<file path="config.mk">
export PLATFORM = sky130hd
export DESIGN_NAME = ram_fifo_ctrl_flat
export DESIGN_NICKNAME = d
export VERILOG_FILES = /design/src/rtl/ram_fifo_ctrl_if.sv /design/src/rtl/ram_fifo_ctrl.sv /design/src/flat_wrapper.sv
export SDC_FILE = /design/constraint.sdc
export NUM_CORES = 1
export LEC_CHECK = 0
export BUFFER_PORTS_ARGS = -buffer_cell sky130_fd_sc_hd__buf_4
export CELL_PAD_IN_SITES_DETAIL_PLACEMENT = 1
export CELL_PAD_IN_SITES_GLOBAL_PLACEMENT = 1
export CORE_ASPECT_RATIO = 0.8
export CORE_MARGIN = 2
export CORE_UTILIZATION = 34
export DETAILED_ROUTE_END_ITERATION = 16
export GPL_TIMING_DRIVEN = 0
export PLACE_DENSITY = 0.75
export SLEW_MARGIN = 20
export SYNTH_ARGS = -nofsm -noshare
export SYNTH_HDL_FRONTEND = slang
export SYNTH_SLANG_ARGS = --single-unit
</file>
<file path="constraint.sdc">
create_clock -name clk -period 3.8 [get_ports clk]
set_clock_uncertainty 0.2 [all_clocks]
set_input_delay 0.76 -clock clk [delete_from_list [all_inputs] [get_ports clk]]
set_output_delay 0.76 -clock clk [all_outputs]
set_load 0.05 [all_outputs]
</file>
<file path="src/rtl/ram_fifo_ctrl_if.sv">
// Client and RAM command bus of the RAM-backed FIFO controller.
// FIFO_ERR_FLAGS_EN adds the sticky err_overflow / err_underflow outputs.
interface ram_fifo_ctrl_if #(
    parameter int unsigned DATA_W = 4,
    parameter int unsigned ADDR_W = 3
);
    logic              push;
    logic [DATA_W-1:0] push_data;
    logic              pop;
    logic              flush;
    logic              ready;
    logic              full;
    logic              empty;
    logic              almost_full;
    logic              almost_empty;
    logic [ADDR_W:0]   count;
    logic [DATA_W-1:0] pop_data;
    logic              pop_valid;
    logic              ram_enable;
    logic [1:0]        ram_state;
    logic [DATA_W-1:0] ram_data_in;
    logic [ADDR_W-1:0] ram_addr_in;
    logic [ADDR_W-1:0] ram_addr_out;
    logic [DATA_W-1:0] ram_data_out;
`ifdef FIFO_ERR_FLAGS_EN
    logic              err_overflow;
    logic              err_underflow;
`endif

    // Client side: issues requests, observes status and returns RAM read data.
    modport master (
        output push, push_data, pop, flush, ram_data_out,
        input  ready, full, empty, almost_full, almost_empty, count,
               pop_data, pop_valid, ram_enable, ram_state, ram_data_in,
               ram_addr_in, ram_addr_out
`ifdef FIFO_ERR_FLAGS_EN
        , input err_overflow, err_underflow
`endif
    );

    // Controller side.
    modport slave (
        input  push, push_data, pop, flush, ram_data_out,
        output ready, full, empty, almost_full, almost_empty, count,
               pop_data, pop_valid, ram_enable, ram_state, ram_data_in,
               ram_addr_in, ram_addr_out
`ifdef FIFO_ERR_FLAGS_EN
        , output err_overflow, err_underflow
`endif
    );
endinterface

</file>
<file path="src/rtl/ram_fifo_ctrl.sv">
// Sequencer turning a dual-address RAM into a synchronous FIFO, with a zero-fill sweep after reset.
// Optional macro FIFO_ERR_FLAGS_EN: sticky overflow/underflow error flags.
module ram_fifo_ctrl #(
    parameter int unsigned DATA_W    = 4,
    parameter int unsigned ADDR_W    = 3,
    parameter int unsigned AF_THRESH = 6,
    parameter int unsigned AE_THRESH = 2
) (
    input logic          clk,
    input logic          reset,
    ram_fifo_ctrl_if.slave bus
);
    localparam int unsigned DEPTH = 1 << ADDR_W;
    localparam int unsigned CNT_W = ADDR_W + 1;

    typedef enum logic {ST_INIT = 1'b0, ST_RUN = 1'b1} state_t;

    state_t            r_state;
    state_t            w_next_state;
    logic [ADDR_W-1:0] r_init_ptr;
    logic [ADDR_W-1:0] r_wr_ptr;
    logic [ADDR_W-1:0] r_rd_ptr;
    logic [CNT_W-1:0]  r_count;
    logic              r_pop_valid;
    logic              w_run;
    logic              w_full;
    logic              w_empty;
    logic              w_push_acc;
    logic              w_pop_acc;

    assign w_run      = (r_state == ST_RUN) && !reset;
    assign w_full     = (r_count == CNT_W'(DEPTH));
    assign w_empty    = (r_count == '0);
    assign w_push_acc = w_run && !bus.flush && bus.push && !w_full;
    assign w_pop_acc  = w_run && !bus.flush && bus.pop  && !w_empty;

    // State register.
    always_ff @(posedge clk) begin
        if (reset) r_state <= ST_INIT;
        else       r_state <= w_next_state;
    end

    // Next state: leave INIT after the last RAM word has been cleared.
    always_comb begin
        w_next_state = r_state;
        if (r_state == ST_INIT && r_init_ptr == ADDR_W'(DEPTH - 1)) w_next_state = ST_RUN;
    end

    // Pointers, occupancy and read-valid pipeline.
    always_ff @(posedge clk) begin
        if (reset) begin
            r_init_ptr  <= '0;
            r_wr_ptr    <= '0;
            r_rd_ptr    <= '0;
            r_count     <= '0;
            r_pop_valid <= 1'b0;
        end else begin
            r_pop_valid <= w_pop_acc;
            if (r_state == ST_INIT) begin
                r_init_ptr <= r_init_ptr + ADDR_W'(1);
            end else if (bus.flush) begin
                r_wr_ptr <= '0;
                r_rd_ptr <= '0;
                r_count  <= '0;
            end else begin
                if (w_push_acc) r_wr_ptr <= r_wr_ptr + ADDR_W'(1);
                if (w_pop_acc)  r_rd_ptr <= r_rd_ptr + ADDR_W'(1);
                if (w_push_acc && !w_pop_acc)      r_count <= r_count + CNT_W'(1);
                else if (w_pop_acc && !w_push_acc) r_count <= r_count - CNT_W'(1);
            end
        end
    end

    // RAM command; everything is held at zero while reset is high.
    always_comb begin
        bus.ram_enable   = 1'b0;
        bus.ram_state    = 2'b00;
        bus.ram_addr_in  = '0;
        bus.ram_addr_out = '0;
        bus.ram_data_in  = '0;
        if (!reset) begin
            case (r_state)
                ST_INIT: begin
                    bus.ram_enable  = 1'b1;
                    bus.ram_state   = 2'b10;
                    bus.ram_addr_in = r_init_ptr;
                end
                ST_RUN: begin
                    bus.ram_enable   = 1'b1;
                    bus.ram_state    = {w_push_acc, w_pop_acc};
                    bus.ram_addr_in  = r_wr_ptr;
                    bus.ram_addr_out = r_rd_ptr;
                    bus.ram_data_in  = bus.push_data;
                end
                default: ;
            endcase
        end
    end

    assign bus.ready        = (r_state == ST_RUN);
    assign bus.full         = w_full;
    assign bus.empty        = w_empty;
    assign bus.almost_full  = (r_count >= CNT_W'(AF_THRESH));
    assign bus.almost_empty = (r_count <= CNT_W'(AE_THRESH));
    assign bus.count        = r_count;
    assign bus.pop_valid    = r_pop_valid;
    assign bus.pop_data     = r_pop_valid ? bus.ram_data_out : '0;

`ifdef FIFO_ERR_FLAGS_EN
    logic r_err_overflow;
    logic r_err_underflow;

    // Sticky request errors; flush clears them.
    always_ff @(posedge clk) begin
        if (reset) begin
            r_err_overflow  <= 1'b0;
            r_err_underflow <= 1'b0;
        end else if (r_state == ST_RUN) begin
            if (bus.flush) begin
                r_err_overflow  <= 1'b0;
                r_err_underflow <= 1'b0;
            end else begin
                if (bus.push && w_full)  r_err_overflow  <= 1'b1;
                if (bus.pop  && w_empty) r_err_underflow <= 1'b1;
            end
        end
    end

    assign bus.err_overflow  = r_err_overflow;
    assign bus.err_underflow = r_err_underflow;
`endif
endmodule

</file>
<file path="src/flat_wrapper.sv">
// flat-port wrapper written by rule: the top's interface ports become plain ports
module ram_fifo_ctrl_flat 
#(
    parameter int unsigned DATA_W    = 4,
    parameter int unsigned ADDR_W    = 3,
    parameter int unsigned AF_THRESH = 6,
    parameter int unsigned AE_THRESH = 2
)
  (clk, reset, bus_push, bus_push_data, bus_pop, bus_flush, bus_ram_data_out, bus_ready, bus_full, bus_empty, bus_almost_full, bus_almost_empty, bus_count, bus_pop_data, bus_pop_valid, bus_ram_enable, bus_ram_state, bus_ram_data_in, bus_ram_addr_in, bus_ram_addr_out);
  ram_fifo_ctrl_if #(.DATA_W(DATA_W), .ADDR_W(ADDR_W)) bus_i ();
  input logic clk;
  input logic reset;
  input wire logic [$bits(bus_i.push)-1:0] bus_push;
  input wire logic [$bits(bus_i.push_data)-1:0] bus_push_data;
  input wire logic [$bits(bus_i.pop)-1:0] bus_pop;
  input wire logic [$bits(bus_i.flush)-1:0] bus_flush;
  input wire logic [$bits(bus_i.ram_data_out)-1:0] bus_ram_data_out;
  output wire logic [$bits(bus_i.ready)-1:0] bus_ready;
  output wire logic [$bits(bus_i.full)-1:0] bus_full;
  output wire logic [$bits(bus_i.empty)-1:0] bus_empty;
  output wire logic [$bits(bus_i.almost_full)-1:0] bus_almost_full;
  output wire logic [$bits(bus_i.almost_empty)-1:0] bus_almost_empty;
  output wire logic [$bits(bus_i.count)-1:0] bus_count;
  output wire logic [$bits(bus_i.pop_data)-1:0] bus_pop_data;
  output wire logic [$bits(bus_i.pop_valid)-1:0] bus_pop_valid;
  output wire logic [$bits(bus_i.ram_enable)-1:0] bus_ram_enable;
  output wire logic [$bits(bus_i.ram_state)-1:0] bus_ram_state;
  output wire logic [$bits(bus_i.ram_data_in)-1:0] bus_ram_data_in;
  output wire logic [$bits(bus_i.ram_addr_in)-1:0] bus_ram_addr_in;
  output wire logic [$bits(bus_i.ram_addr_out)-1:0] bus_ram_addr_out;
  assign bus_i.push = bus_push;
  assign bus_i.push_data = bus_push_data;
  assign bus_i.pop = bus_pop;
  assign bus_i.flush = bus_flush;
  assign bus_i.ram_data_out = bus_ram_data_out;
  assign bus_ready = bus_i.ready;
  assign bus_full = bus_i.full;
  assign bus_empty = bus_i.empty;
  assign bus_almost_full = bus_i.almost_full;
  assign bus_almost_empty = bus_i.almost_empty;
  assign bus_count = bus_i.count;
  assign bus_pop_data = bus_i.pop_data;
  assign bus_pop_valid = bus_i.pop_valid;
  assign bus_ram_enable = bus_i.ram_enable;
  assign bus_ram_state = bus_i.ram_state;
  assign bus_ram_data_in = bus_i.ram_data_in;
  assign bus_ram_addr_in = bus_i.ram_addr_in;
  assign bus_ram_addr_out = bus_i.ram_addr_out;
  ram_fifo_ctrl #(.DATA_W(DATA_W), .ADDR_W(ADDR_W), .AF_THRESH(AF_THRESH), .AE_THRESH(AE_THRESH)) u_core (.clk(clk), .reset(reset), .bus(bus_i));
endmodule
</file>
==> results by group <==
Drt
  – WL per Instance: 14.2 um
  – DR iter-0 viols: 40
  – DRC violations left: 0
  – Vias post-DR: 1,070
  – Via density: 5.14
  – Antenna Nets Post-Route: 0
  – 1st-pass router iterations: 4
  – Final wirelength: 2940 um

Yosys
  – Seq cells post-synth: 15
  – Prevailing post-synth register cell: dfxtp_1
  – Register area share after synthesis: 28.8%
  – Post-synth EDFFs: 0
  – Syn Inst Count: 127
  – Avg Inst Size Synth: 8.21 sq um
  – Yosys Warn Count: 0
  – Top cell type's share of synthesized area: 28.8%
  – Count of different cell masters after synthesis: 35
  – Post-synth ARST share: 0%
  – Net Count, Synth: around 150
  – Area leader, netlist: dfxtp_1
  – Post-Syn Area: 1040 sq um
  – Dominant cells by area after synthesis: dfxtp_1 29%, nor2_1 8.3%, mux2i_1 7.7%

Die
  – Chip height: 53.5 um
  – Die area: 3530 sq um
  – Core area: between 2000 and 3000 sq um
  – Placement Rows: 17
  – Die X: 65.9 um
  – Initial core utilization: 36.8%
  – Ports: 40

Cells and area
  – Register Area: approximately 300 sq um
  – Fillers: 345
  – Non-filler cells in the finished layout: 208
  – Diode count: 0
  – Area Growth Syn to Fin: 37.1%
  – Final non-filler cell area: between 1000 and 1500 sq um
  – Layout cells sized above 1: 30.0%
  – Final nets: 191
  – Area of the multi-input gates: 677 sq um

STA
  – Fmax: 322 MHz
  – Final setup vio count: 0
  – Max-slew violations: 0
  – Unrepaired setup endpoints after global routing: no
  – Final Hold Viols: 0
  – TNS Setup: 0 ns
  – Worst Tran Pin Value: 0.851 ns
  – Slew headroom: between 40% and 50%
  – Tmin final: 3.10 ns
  – Final Cycle Share: 81.7%

Placed design
  – Placed Area: about 1400 sq um
  – Placed Cells: roughly 200
  – Post-DP HPWL: 2350 um
  – GP Congestion: 0.755
  – Port buffer count: 39

Global routing
  – Vias in the first global route: about 1,100
  – Total GRT Usage: 18.2%
  – GR Overflow Total: 0
  – Largest net degree at the start of global routing: 11
  – Initial antenna violation count: 0
  – First-pass GRT wire length: 4840 um

CTS
  – Resized cells post-CTS: 0
  – CTS Root Cell: clkbuf_8
  – CTS tree: done
  – Postcts setup bufs: 0
  – Clk_lat worst skew: 0.26 ns
  – Clk sinks: 15
  – Total CTS buffers: 3
  – H-tree Lvls: 1
  – Cts hold-fix bufs: 0
  – Clock Pin Slew Worst Setup and Hold Paths: 0.07 ns
  – CTS max path bufs: 2

Power
  – Sw Ratio: 28.7%
  – Logic pwr share: 15.7%
  – Flop pwr share: 45.6%
  – Sw Pwr: slightly above 0.1 mW
  – Worst VDD drop: 0.000210 V
  – Pleak: 0.631 nW
  – PwrDens: 251 nW/um^2
  – Clock network fraction of design power: between 30% and 40%
  – Internal: between 0.2 and 0.3 mW

Status
  – Status: complete, no violations

Min path
  – Hold WC Path Type: flop to flop

Critical path
  – CP required: ~2.8 ns
  – R2r startpoint: u_core.bus.count[2]
  – Worst r2r dst: u_core.bus.count[3]
  – CP Capture Point: bus_ram_state[1]
  – Setup crit end kind: output pin
  – Arrival @ worst endpoint: 2.14 ns
  – Crit path launch: u_core.bus.count[0]
  – WS Path Type: flop to output pin
  – Reg2reg path depth: 9
  – Critical path launch point type: flop
  – Reg2Reg Setup Slack: 0.77 ns
  – Max FO, Critical Path: 8

Flow run
  – Max Cap Viol: 0
## area by class of cell
class / instances / share of cell area [%]
sequential: 15 / 21.0
clock inverter: 1 / 0.350
multi-input combinational: 97 / 47.4
timing repair buffer: 39 / 20.5
inverter: 9 / 2.36
buffer: 6 / 2.19
tap: 38 / 3.33
clock buffer: 3 / 2.89
## routing by layer
| layer | vias up | global-route usage (%) | wire [um] |
|---|---|---|---|
| met1 | 497 | 21.1 | 1290 |
| met3 | 5 | 5.32 | 238 |
| met2 | 36 | 33.3 | 1400 |
| met4 | 0 | 4.17 | 21 |
| li1 | 532 | - | - |
| met5 | - | 0 | 0 |
## cell usage in the layout, fill, tap and decap left out, types with 5 or more instances in the layout
cell and instances:
ha_1 6, and2_1 11, mux2i_1 8, nor2_1 23
a21oi_1 8, o21ai_0 5, buf_4 39, nand2_1 6
inv_1 9, dfxtp_1 15
## cell usage after synthesis, drive strengths merged, types with 3 or more instances
cell type,count
dfxtp,15
nor2,23
nor3,3
nand2,6
nand3,3
o21ai,5
inv,9
mux2i,8
buf,3
a21oi,8
ha,6
and2,11
clkbuf,3
## registers in the layout, indices dropped and copies added (netlist names)
name and cells:
u_core.bus.count 4, u_core.bus.pop_valid 1, u_core.bus.ready 1, u_core.r_init_ptr 3, u_core.r_rd_ptr 3, u_core.r_wr_ptr 3
## stage by stage
step	hold slack (ns)	util [%]	power (mW)	setup WS [ns]
5_1_grt	0.354	50.5	0.374	0.497
2_1_floorplan	0.258	-	0.200	0.0786
3_3_place_gp	0.282	48.9	0.221	0.649
3_5_place_dp	0.297	48.9	0.224	0.593
6_report	0.312	50.5	0.358	0.696
4_1_cts	0.308	50.5	0.362	0.697
## logic make-up after synthesis
logic type,after synthesis,share of synthesized area (%)
AND/OR/NAND/NOR,55,29.9
AO/OA/AOI/OAI,25,16.6
buffers and inverters,15,6.24
flip-flops,15,28.8
multiplexers,8,7.68
adder cells (fa/ha/maj),7,9.12
XOR/XNOR,2,1.68
## worst min-delay path by stage
stage	start	endpoint	slack [ns]	cells after the start
floorplan	u_core.r_rd_ptr[2]	u_core.r_rd_ptr[2]	0.26	2
global placement	u_core.r_rd_ptr[2]	u_core.r_rd_ptr[2]	0.28	2
detailed placement	u_core.r_wr_ptr[2]	u_core.r_wr_ptr[2]	0.30	2
CTS	u_core.r_wr_ptr[2]	u_core.r_wr_ptr[2]	0.31	2
global route	u_core.r_wr_ptr[2]	u_core.r_wr_ptr[2]	0.35	2
finish	u_core.r_wr_ptr[2]	u_core.r_wr_ptr[2]	0.31	2
## power groups by stage
stage          combinational (mW)  clock [mW]  sequential, mW
6_report                   0.0561       0.139           0.163
3_3_place_gp               0.0547           0           0.167
4_1_cts                    0.0572       0.141           0.163
5_1_grt                    0.0617       0.148           0.164
2_1_floorplan              0.0330           0           0.167
3_5_place_dp               0.0569           0           0.167
## worst max-delay path, cell delays in order (launching register included)
cell and delay, ns:
dfxtp_1 0.33, buf_6 0.14, nor4b_2 0.75, nor2_1 0.25
nand2_1 0.13, a21oi_1 0.07, buf_4 0.22
Power figures use the tool's default switching activity.
